**src/rtl/exc_pkg.sv**
```systemverilog
// rtl/exc_pkg.sv - exception cause codes, controller FSM state type and default vector
package exc_pkg;

  localparam logic [4:0] EXC_INT  = 5'h00;
  localparam logic [4:0] EXC_ADEL = 5'h04;
  localparam logic [4:0] EXC_ADES = 5'h05;
  localparam logic [4:0] EXC_SYS  = 5'h08;
  localparam logic [4:0] EXC_BP   = 5'h09;
  localparam logic [4:0] EXC_RI   = 5'h0a;
  localparam logic [4:0] EXC_OV   = 5'h0c;
  localparam logic [4:0] EXC_TR   = 5'h0d;

  localparam logic [31:0] EXC_VECTOR_DEFAULT = 32'hBFC0_0380;

  typedef enum logic [1:0] {
    ST_IDLE     = 2'd0,
    ST_COMMIT   = 2'd1,
    ST_REDIRECT = 2'd2
  } exc_state_t;

endpackage

```
**src/rtl/exc_prio_enc.sv**
```systemverilog
// rtl/exc_prio_enc.sv - combinational M-stage exception priority encoder
// Trap cause is present only when EXC_TRAP_EN is defined.
module exc_prio_enc
  import exc_pkg::*;
#(
  parameter int ADDR_W = 32
) (
  input  logic              i_int_take,
  input  logic              i_is_reserved,
  input  logic              i_is_overflow,
`ifdef EXC_TRAP_EN
  input  logic              i_is_trap,
`endif
  input  logic              i_is_syscall,
  input  logic              i_is_break,
  input  logic              i_is_load_adel,
  input  logic              i_is_store_ades,
  input  logic [ADDR_W-1:0] i_pc,
  input  logic [ADDR_W-1:0] i_mem_addr,
  output logic              o_has_exc,
  output logic [4:0]        o_code,
  output logic [ADDR_W-1:0] o_bad_addr,
  output logic              o_bad_we
);

  always_comb begin
    o_has_exc  = 1'b1;
    o_code     = EXC_INT;
    o_bad_addr = '0;
    o_bad_we   = 1'b0;
    if (i_int_take) begin
      o_code = EXC_INT;
    end else if (i_pc[1:0] != 2'b00) begin
      o_code     = EXC_ADEL;
      o_bad_addr = i_pc;
      o_bad_we   = 1'b1;
    end else if (i_is_reserved) begin
      o_code = EXC_RI;
    end else if (i_is_overflow) begin
      o_code = EXC_OV;
`ifdef EXC_TRAP_EN
    end else if (i_is_trap) begin
      o_code = EXC_TR;
`endif
    end else if (i_is_syscall) begin
      o_code = EXC_SYS;
    end else if (i_is_break) begin
      o_code = EXC_BP;
    end else if (i_is_load_adel) begin
      o_code     = EXC_ADEL;
      o_bad_addr = i_mem_addr;
      o_bad_we   = 1'b1;
    end else if (i_is_store_ades) begin
      o_code     = EXC_ADES;
      o_bad_addr = i_mem_addr;
      o_bad_we   = 1'b1;
    end else begin
      o_has_exc = 1'b0;
    end
  end

endmodule

```
**src/rtl/exception_ctrl.sv**
```systemverilog
// rtl/exception_ctrl.sv - registered M-stage exception/interrupt controller with CP0 commit and redirect
// Optional trap cause enabled by EXC_TRAP_EN.
module exception_ctrl
  import exc_pkg::*;
#(
  parameter int                NUM_INT    = 8,
  parameter int                ADDR_W     = 32,
  parameter logic [ADDR_W-1:0] EXC_VECTOR = ADDR_W'(EXC_VECTOR_DEFAULT)
) (
  input  logic               clk,
  input  logic               resetn,
  input  logic               validM,
  input  logic               stallM,
  input  logic [ADDR_W-1:0]  pcM,
  input  logic [ADDR_W-1:0]  memAddrM,
  input  logic               inDelaySlotM,
  input  logic               isSyscallM,
  input  logic               isBreakM,
  input  logic               isEretM,
  input  logic               isLoadAdelM,
  input  logic               isStoreAdesM,
  input  logic               isOverflowM,
  input  logic               isReservedM,
`ifdef EXC_TRAP_EN
  input  logic               isTrapM,
`endif
  input  logic [NUM_INT-1:0] intReq,
  input  logic               statusIE,
  input  logic               statusEXL,
  input  logic [NUM_INT-1:0] statusIM,
  input  logic [ADDR_W-1:0]  epcIn,
  input  logic               redirectReady,
  output logic               flushReq,
  output logic               cp0We,
  output logic               badVAddrWe,
  output logic [4:0]         excCode,
  output logic [ADDR_W-1:0]  epcOut,
  output logic               bdOut,
  output logic [ADDR_W-1:0]  badVAddr,
  output logic               eretTaken,
  output logic               redirectValid,
  output logic [ADDR_W-1:0]  redirectPc,
  output logic               busy
);

  exc_state_t         r_state;
  exc_state_t         w_state_nxt;
  logic [NUM_INT-1:0] r_int_pend;
  logic               r_is_eret;
  logic               r_bad_we;
  logic [4:0]         r_exc_code;
  logic [ADDR_W-1:0]  r_epc;
  logic               r_bd;
  logic [ADDR_W-1:0]  r_badvaddr;
  logic [ADDR_W-1:0]  r_redirect_pc;

  logic               w_capture;
  logic               w_int_take;
  logic               w_has_exc;
  logic [4:0]         w_code;
  logic [ADDR_W-1:0]  w_bad_addr;
  logic               w_bad_we;
  logic               w_is_eret;
  logic               w_start;
  logic [NUM_INT-1:0] w_int_clr;

  assign w_capture  = validM & ~stallM & (r_state == ST_IDLE);
  assign w_int_take = statusIE & ~statusEXL & (|(r_int_pend & statusIM));
  assign w_is_eret  = isEretM & ~w_has_exc;
  assign w_start    = w_capture & (w_has_exc | w_is_eret);
  // Only the masked-in pending bits are consumed by a taken interrupt.
  assign w_int_clr  = (w_capture & w_int_take) ? (r_int_pend & statusIM) : '0;

  exc_prio_enc #(.ADDR_W(ADDR_W)) u_prio (
    .i_int_take      (w_int_take),
    .i_is_reserved   (isReservedM),
    .i_is_overflow   (isOverflowM),
`ifdef EXC_TRAP_EN
    .i_is_trap       (isTrapM),
`endif
    .i_is_syscall    (isSyscallM),
    .i_is_break      (isBreakM),
    .i_is_load_adel  (isLoadAdelM),
    .i_is_store_ades (isStoreAdesM),
    .i_pc            (pcM),
    .i_mem_addr      (memAddrM),
    .o_has_exc       (w_has_exc),
    .o_code          (w_code),
    .o_bad_addr      (w_bad_addr),
    .o_bad_we        (w_bad_we)
  );

  always_ff @(posedge clk) begin
    if (!resetn) begin
      r_state    <= ST_IDLE;
      r_int_pend <= '0;
    end else begin
      r_state    <= w_state_nxt;
      r_int_pend <= (r_int_pend | intReq) & ~w_int_clr;
    end
  end

  always_comb begin
    w_state_nxt = r_state;
    case (r_state)
      ST_IDLE:     if (w_start) w_state_nxt = ST_COMMIT;
      ST_COMMIT:   w_state_nxt = ST_REDIRECT;
      ST_REDIRECT: if (redirectReady) w_state_nxt = ST_IDLE;
      default:     w_state_nxt = ST_IDLE;
    endcase
  end

  // Commit data is latched at capture; eret leaves the CP0 image untouched.
  always_ff @(posedge clk) begin
    if (!resetn) begin
      r_is_eret     <= 1'b0;
      r_bad_we      <= 1'b0;
      r_exc_code    <= '0;
      r_epc         <= '0;
      r_bd          <= 1'b0;
      r_badvaddr    <= '0;
      r_redirect_pc <= '0;
    end else if (w_start) begin
      r_is_eret <= w_is_eret;
      if (w_is_eret) begin
        r_redirect_pc <= epcIn;
      end else begin
        r_exc_code    <= w_code;
        r_epc         <= inDelaySlotM ? (pcM - ADDR_W'(4)) : pcM;
        r_bd          <= inDelaySlotM;
        r_bad_we      <= w_bad_we;
        r_redirect_pc <= EXC_VECTOR;
        if (w_bad_we) r_badvaddr <= w_bad_addr;
      end
    end
  end

  always_comb begin
    flushReq      = (r_state == ST_COMMIT);
    cp0We         = (r_state == ST_COMMIT) & ~r_is_eret;
    badVAddrWe    = (r_state == ST_COMMIT) & ~r_is_eret & r_bad_we;
    eretTaken     = (r_state == ST_COMMIT) & r_is_eret;
    redirectValid = (r_state == ST_REDIRECT);
    busy          = (r_state != ST_IDLE);
    excCode       = r_exc_code;
    epcOut        = r_epc;
    bdOut         = r_bd;
    badVAddr      = r_badvaddr;
    redirectPc    = r_redirect_pc;
  end

endmodule

```
**config.mk**
```make
export PLATFORM = sky130hd
export DESIGN_NAME = exception_ctrl
export DESIGN_NICKNAME = d
export VERILOG_FILES = /design/src/rtl/exc_pkg.sv /design/src/rtl/exc_prio_enc.sv /design/src/rtl/exception_ctrl.sv
export SDC_FILE = /design/constraint.sdc
export NUM_CORES = 1
export LEC_CHECK = 0
export ABC_AREA = 1
export CORE_MARGIN = 5
export CORE_UTILIZATION = 48
export DETAILED_ROUTE_END_ITERATION = 8
export PLACE_DENSITY = 0.85
export RECOVER_POWER = 100
export SLEW_MARGIN = 30
export SYNTH_ARGS = -nofsm -noshare
export SYNTH_HDL_FRONTEND = slang
export SYNTH_HIERARCHICAL = 1
export SYNTH_SLANG_ARGS = --single-unit
```
**constraint.sdc**
```tcl
create_clock -name clk -period 5.9 [get_ports clk]
set_input_delay 1.18 -clock clk [delete_from_list [all_inputs] [get_ports clk]]
set_output_delay 1.18 -clock clk [all_outputs]
set_load 0.05 [all_outputs]
```
==> results of run 1 <==
==> worst paths after layout <==
check | start | end | slack (ns) | cells after the start
min | badVAddr[9]$_SDFFE_PN0P_ | badVAddr[9]$_SDFFE_PN0P_ | 0.45 | 2
max | statusIM[6] | redirectPc[28]$_SDFFE_PN0P_ | 1.22 | 13
min reg2reg | badVAddr[9]$_SDFFE_PN0P_ | badVAddr[9]$_SDFFE_PN0P_ | 0.45 | 2
max reg2reg | r_int_pend[6]$_SDFF_PN0_ | badVAddr[12]$_SDFFE_PN0P_ | 2.24 | 13
==> logic make-up after synthesis <==
family / count (synthesis) / share of synthesized area
compound gates: 166 / 0.175
other cells: 1 / 0.000627
xor+xnor: 13 / 0.0190
fa+ha+maj: 1 / 0.00209
flops: 114 / 0.381
simple gates: 413 / 0.304
buf+inv: 160 / 0.117
==> worst max-delay path: cells and delay by family <==
family / cells / cell delay [ns]
compound gates: 1 / 0.45
simple gates: 8 / 1.71
buf+inv: 4 / 1.64
==> flip-flops by register name, summed over array words and instances, names as in the netlist <==
register / cells
r_state: 2
r_int_pend: 8
epcOut: 32
badVAddr: 32
r_bad_we: 1
bdOut: 1
redirectPc: 32
excCode: 5
r_is_eret: 1
==> layout make-up <==
type                       instances  area share
clock buffer                      24      0.0566
inverter                         107      0.0453
multi-input combinational        594       0.338
clock inverter                     5      0.0113
tap                              168      0.0237
timing repair buffer             238       0.268
sequential                       114       0.257
==> power by group through the flow <==
stage	Sequential, uW	Combinational [uW]	Clock (uW)
4_1_cts	829	489	1060
5_1_grt	832	512	1100
2_1_floorplan	953	177	0
6_report	828	479	1060
3_3_place_gp	843	479	0
3_5_place_dp	844	484	0
==> per-layer routing <==
metal	vias up	part of all wire	GRT usage
met5	-	0	0
met4	0	0.030	0.106
met3	42	0.081	0.0622
met2	316	0.48	0.427
met1	2972	0.41	0.354
li1	3234	-	-
==> metrics by stage <==
step	area [sq um]	hold WS, ns	power, uW	instances	utilization
floorplan	5980	0.436	1130	868	-
global placement	8280	0.448	1320	1221	0.683
detailed placement	8280	0.452	1330	1221	0.683
CTS	8880	0.459	2380	1250	0.733
global route	8860	0.476	2440	1250	0.732
finish	8860	0.454	2360	1250	0.732
==> layout by cell type (no fill, tap or decap), drive strengths merged <==
cell	n
ha	1
nor2	132
nor3	2
o211ai	33
dlygate4sd3	109
clkinv	2
and2	1
o21bai	2
clkbuf	26
o21ai	31
bufinv	3
dfxtp	114
a31oi	3
o21a	5
and3	1
or2	1
nand2	180
conb	1
a21oi	80
nand4	25
xnor2	2
buf	3
inv	107
nand3	71
o221a	12
clkdlybuf4s50	124
xor2	11
==> results.sh, run 1 <==
export IMPL_status="finished, violations left"
export IMPL_violations="max-capacitance violations, max-slew violations"
export IMPL_avgSynthCellArea_sq_um=6.89
export IMPL_final_nets=1200
export IMPL_grt_pass1_vias=6135
export IMPL_async_flop_share=0
export IMPL_crit_chain="dlygate4sd3_1 -> nand2_1 -> nand4_1 -> or2_2 -> nand2_1 -> nor2_1 -> inv_1 -> buf_4 -> nand4_1 -> nor2_1 -> clkbuf_1 -> nand2_1 -> o221a_2"
export IMPL_comb_power_share=0.203
export IMPL_synth_most_common_cell="nand2_1"
export IMPL_cp_arrival_ns=4.98
export IMPL_initial_core_util=0.494
export IMPL_syn_to_final_growth_pct=48.1
export IMPL_worst_slew_pin_slew_ns=2.14
export IMPL_worst_endpoint_required_ns=6.20
export IMPL_fill_cells=970
export IMPL_synth_top_cell_by_area="dfxtp_1"
export IMPL_portBuffers=234
export IMPL_layout_drive_gt1_share=0.0730
export IMPL_critPathLaunchType="primary input"
export IMPL_io_pins=235
export IMPL_cp_max_fo=32
export IMPL_synth_common_cells="nand2_1, nor2_1, dfxtp_1"
export IMPL_h_tree_depth=4
export IMPL_yosysSeqAreaShare=0.381
export IMPL_place_ws_ns=1.52
export IMPL_clkPwrFrac=0.447
export IMPL_dpl_hpwl_mm=14.2
export IMPL_yosysWarnings=6
export IMPL_placementRows=40
export IMPL_place_congestion=0.921
export IMPL_slew_viol_final=117
export IMPL_cts_hold_buf=0
export IMPL_p_leak_uw=0.00394
export IMPL_p_int_uw=1700
export IMPL_multiInputGateArea_sq_mm=0.00299
export IMPL_clockBufferDepth=2
export IMPL_die_area_sq_mm=0.0148
export IMPL_syn_area_sq_mm=0.00598
export IMPL_dr_first_iter_drc_count=675
export IMPL_rsz0062_at_grt="no"
export IMPL_finalHoldViolCount=0
export IMPL_die_h_um=122
export IMPL_critPathMostFrequentCell="nand2_1"
export IMPL_post_route_drc_count=0
export IMPL_cts_sinks=114
export IMPL_ys_ff_latch=114
export IMPL_hold_path_class="register to register"
export IMPL_ys_top_cells_by_area="dfxtp_1, nand2_1, nor2_1"
export IMPL_synthFlopType="dfxtp_1"
export IMPL_die_x_um=122
export IMPL_slowest_stage="clkbuf_1"
export IMPL_core_area_sq_mm=0.0121
export IMPL_vias=6564
export IMPL_finalSetupViolCount=0
export IMPL_cts_inserted_buffers=17
export IMPL_fin_ws_ns=1.22
export IMPL_synth_net_count=996
export IMPL_vdd_ir_drop_max_uv=189
export IMPL_maxSlewHeadroom=-0.426
export IMPL_ant_nets=0
export IMPL_critPathKind="primary input to register"
export IMPL_synthDominantCellAreaShare=0.381
export IMPL_p_sw_frac=0.281
export IMPL_grt_overflow=0
export IMPL_cts_resized_gates=0
export IMPL_p_per_area_mw_per_mm2=267
export IMPL_antenna_found_initial=0
export IMPL_cts_tree="done"
export IMPL_post_cts_buffers=0
export IMPL_clk_pin_slew_ns=0.05
export IMPL_p_seq_frac=0.350
export IMPL_fin_skew_ns=0.00570
export IMPL_grt_start_max_net_pins=89
export IMPL_max_stage_delay_ns=0.71
export IMPL_antenna_cells=0
export IMPL_drt_pass1_iter_count=5
export IMPL_drv_cap=2
export IMPL_routed_wl_mm=20.3
export IMPL_fmax_mhz=214
export IMPL_yosysUniqueCellTypes=35
export IMPL_grt_pass1_wl_mm=31.8
export IMPL_fin_crit_ns=4.68
export IMPL_synth_edf_count=0
export IMPL_seq_area_sq_mm=0.00228
export IMPL_power_switching_uw=665
export IMPL_wl_per_cell_um=16.2
export IMPL_grt_usage=0.269
export IMPL_tns_ns=0
export IMPL_post_drt_via_cell_ratio=5.25
export IMPL_syn_inst=868
export IMPL_finalCritPeriodShare=0.794
export IMPL_cts_root_buf="clkbuf_16"
export IMPL_clk_insertion_delay_late_ns=0.41
export IMPL_end_kind="register"
No activity file was read; power rests on OpenSTA's default activity.
==> inputs of run 2 (changes only) <==
--- a/config.mk
+++ b/config.mk
@@ -7,9 +7,9 @@
 export LEC_CHECK = 0
 export ABC_AREA = 1
 export CORE_MARGIN = 5
-export CORE_UTILIZATION = 48
+export CORE_UTILIZATION = 40
 export DETAILED_ROUTE_END_ITERATION = 8
-export PLACE_DENSITY = 0.85
+export PLACE_DENSITY = 0.75
 export RECOVER_POWER = 100
 export SLEW_MARGIN = 30
 export SYNTH_ARGS = -nofsm -noshare
==> constraint.sdc (replaced) <==
create_clock -name clk -period 4.29 [get_ports clk]
set_input_delay 0.858 -clock clk [delete_from_list [all_inputs] [get_ports clk]]
set_output_delay 0.858 -clock clk [all_outputs]
set_load 0.05 [all_outputs]
==> run 2 against run 1 <==
The flow still finishes with violations (max-capacitance violations, max-slew violations). Die area up 18%. Global-route usage down 3.8 points. Hold slack improved by 0.0021 ns. Sequential power increased by 38%. Sequential share of layout area fell by 0.32 points. First-iteration DRC count shrank 20%. Critical path depth fell by 7. Critical endpoint is now r_int_pend[5]$_SDFF_PN0_. Largest cell class unchanged. Highest routed layer unchanged.
==> results.sh, run 2 (synthesis results as in run 1) <==
export IMPL_dpl_hpwl_mm=15.2
export IMPL_fill_cells=1320
export IMPL_drv_cap=1
export IMPL_cts_sinks=114
export IMPL_die_x_um=132
export IMPL_fmax_mhz=274
export IMPL_status="finished, violations left"
export IMPL_cp_arrival_ns=3.96
export IMPL_wl_per_cell_um=16.3
export IMPL_critPathLaunchType="primary input"
export IMPL_slew_viol_final=52
export IMPL_fin_crit_ns=3.65
export IMPL_routed_wl_mm=20.8
export IMPL_layout_commonest_cell="nand2_1"
export IMPL_portBuffers=234
export IMPL_worst_slew_pin_slew_ns=2.39
export IMPL_dr_first_iter_drc_count=540
export IMPL_ant_nets=0
export IMPL_die_area_sq_mm=0.0175
export IMPL_violations="max-capacitance violations, max-slew violations"
export IMPL_io_pins=235
export IMPL_vdd_ir_drop_max_uv=260
export IMPL_place_congestion=0.935
export IMPL_layout_drive_gt1_share=0.0797
export IMPL_place_ws_ns=0.497
export IMPL_hp_start="badVAddr[18]$_SDFFE_PN0P_"
export IMPL_final_nets=1207
export IMPL_grt_pass1_wl_mm=33.0
export IMPL_cts_resized_gates=0
export IMPL_cts_root_buf="clkbuf_16"
export IMPL_grt_usage=0.231
export IMPL_cts_hold_buf=0
export IMPL_power_total_uw=3370
export IMPL_final_cell_mix="nand2_1, clkdlybuf4s50_1, nor2_1"
export IMPL_r2r_end="epcOut[29]$_SDFFE_PN0P_"
export IMPL_cp_max_fo=51
export IMPL_grt_overflow=0
export IMPL_drt_pass1_iter_count=5
export IMPL_dpl_cell_area_sq_mm=0.00835
export IMPL_post_drt_via_cell_ratio=5.09
export IMPL_worst_endpoint_required_ns=4.60
export IMPL_placementRows=44
export IMPL_rsz0062_at_grt="no"
export IMPL_critPathKind="primary input to register"
export IMPL_syn_to_final_growth_pct=50.0
export IMPL_fin_skew_ns=0.00610
export IMPL_p_per_area_mw_per_mm2=376
export IMPL_r2r_slack_ns=1.25
export IMPL_finalCritPeriodShare=0.851
export IMPL_reg2reg_depth=13
export IMPL_p_leak_uw=0.00399
export IMPL_core_area_sq_mm=0.0146
export IMPL_h_tree_depth=4
export IMPL_worstReg2RegStart="r_int_pend[0]$_SDFF_PN0_"
export IMPL_fin_ws_ns=0.641
export IMPL_finalSetupViolCount=0
export IMPL_critPathLaunch="resetn"
export IMPL_finalHoldViolCount=0
export IMPL_grt_pass1_vias=6184
export IMPL_grt_start_max_net_pins=64
export IMPL_tns_ns=0
export IMPL_hold_path_class="register to register"
export IMPL_post_route_drc_count=0
export IMPL_clk_insertion_delay_late_ns=0.41
export IMPL_end_kind="register"
export IMPL_clk_pin_slew_ns=0.05
export IMPL_post_cts_buffers=0
export IMPL_crit_path_end="r_int_pend[5]$_SDFF_PN0_"
export IMPL_maxSlewHeadroom=-0.593
export IMPL_antenna_cells=0
export IMPL_finalInstanceArea_sq_mm=0.00897
export IMPL_cts_tree="done"
export IMPL_die_h_um=132
export IMPL_vias=6495
export IMPL_clockBufferDepth=2
export IMPL_antenna_found_initial=0
export IMPL_initial_core_util=0.410
export IMPL_cts_inserted_buffers=17
[run 2: per-stage QoR]
step / util / hold slack, ns / instances
floorplan: - / 0.436 / 868
global placement: 0.573 / 0.448 / 1244
detailed placement: 0.573 / 0.453 / 1244
CTS: 0.617 / 0.460 / 1276
global route: 0.615 / 0.470 / 1276
finish: 0.615 / 0.456 / 1276
[run 2: layer usage]
layer / global-route usage / wire length (um) / vias up
met2: 0.375 / 10000 / 262
met5: 0 / 0 / -
met4: 0.0922 / 571 / 0
met3: 0.0534 / 1480 / 41
met1: 0.299 / 8710 / 2938
li1: - / - / 3254
[run 2: worst min path at each step]
stage,end,slack [ns],depth (start not counted)
final,badVAddr[18]$_SDFFE_PN0P_,0.46,2
after floorplan,r_bad_we$_SDFFE_PN0P_,0.44,2
after global routing,badVAddr[22]$_SDFFE_PN0P_,0.47,2
after global placement,redirectPc[4]$_SDFFE_PN0P_,0.45,2
after detailed placement,badVAddr[13]$_SDFFE_PN0P_,0.45,2
after CTS,badVAddr[18]$_SDFFE_PN0P_,0.46,2
[run 2: worst max-delay path, cell delays in order]
cell           delay, ns
dlygate4sd3_1       0.56
inv_1               0.44
clkbuf_1            1.75
nor2_1              0.13
nand2_1             0.16
inv_1               0.04
[run 2: power breakdown]
part | internal (uW) | switching (uW)
sequential | 1110 | 26.6
combinational | 248 | 410
clock | 1080 | 498
[run 2: cell type report]
class / count / area, sq um / share of cell area
sequential: 114 / 2280 / 0.254
clock buffer: 23 / 478 / 0.0533
tap: 184 / 230 / 0.0257
inverter: 107 / 402 / 0.0448
timing repair buffer: 245 / 2410 / 0.269
clock inverter: 9 / 176 / 0.0197
multi-input combinational: 594 / 2990 / 0.334
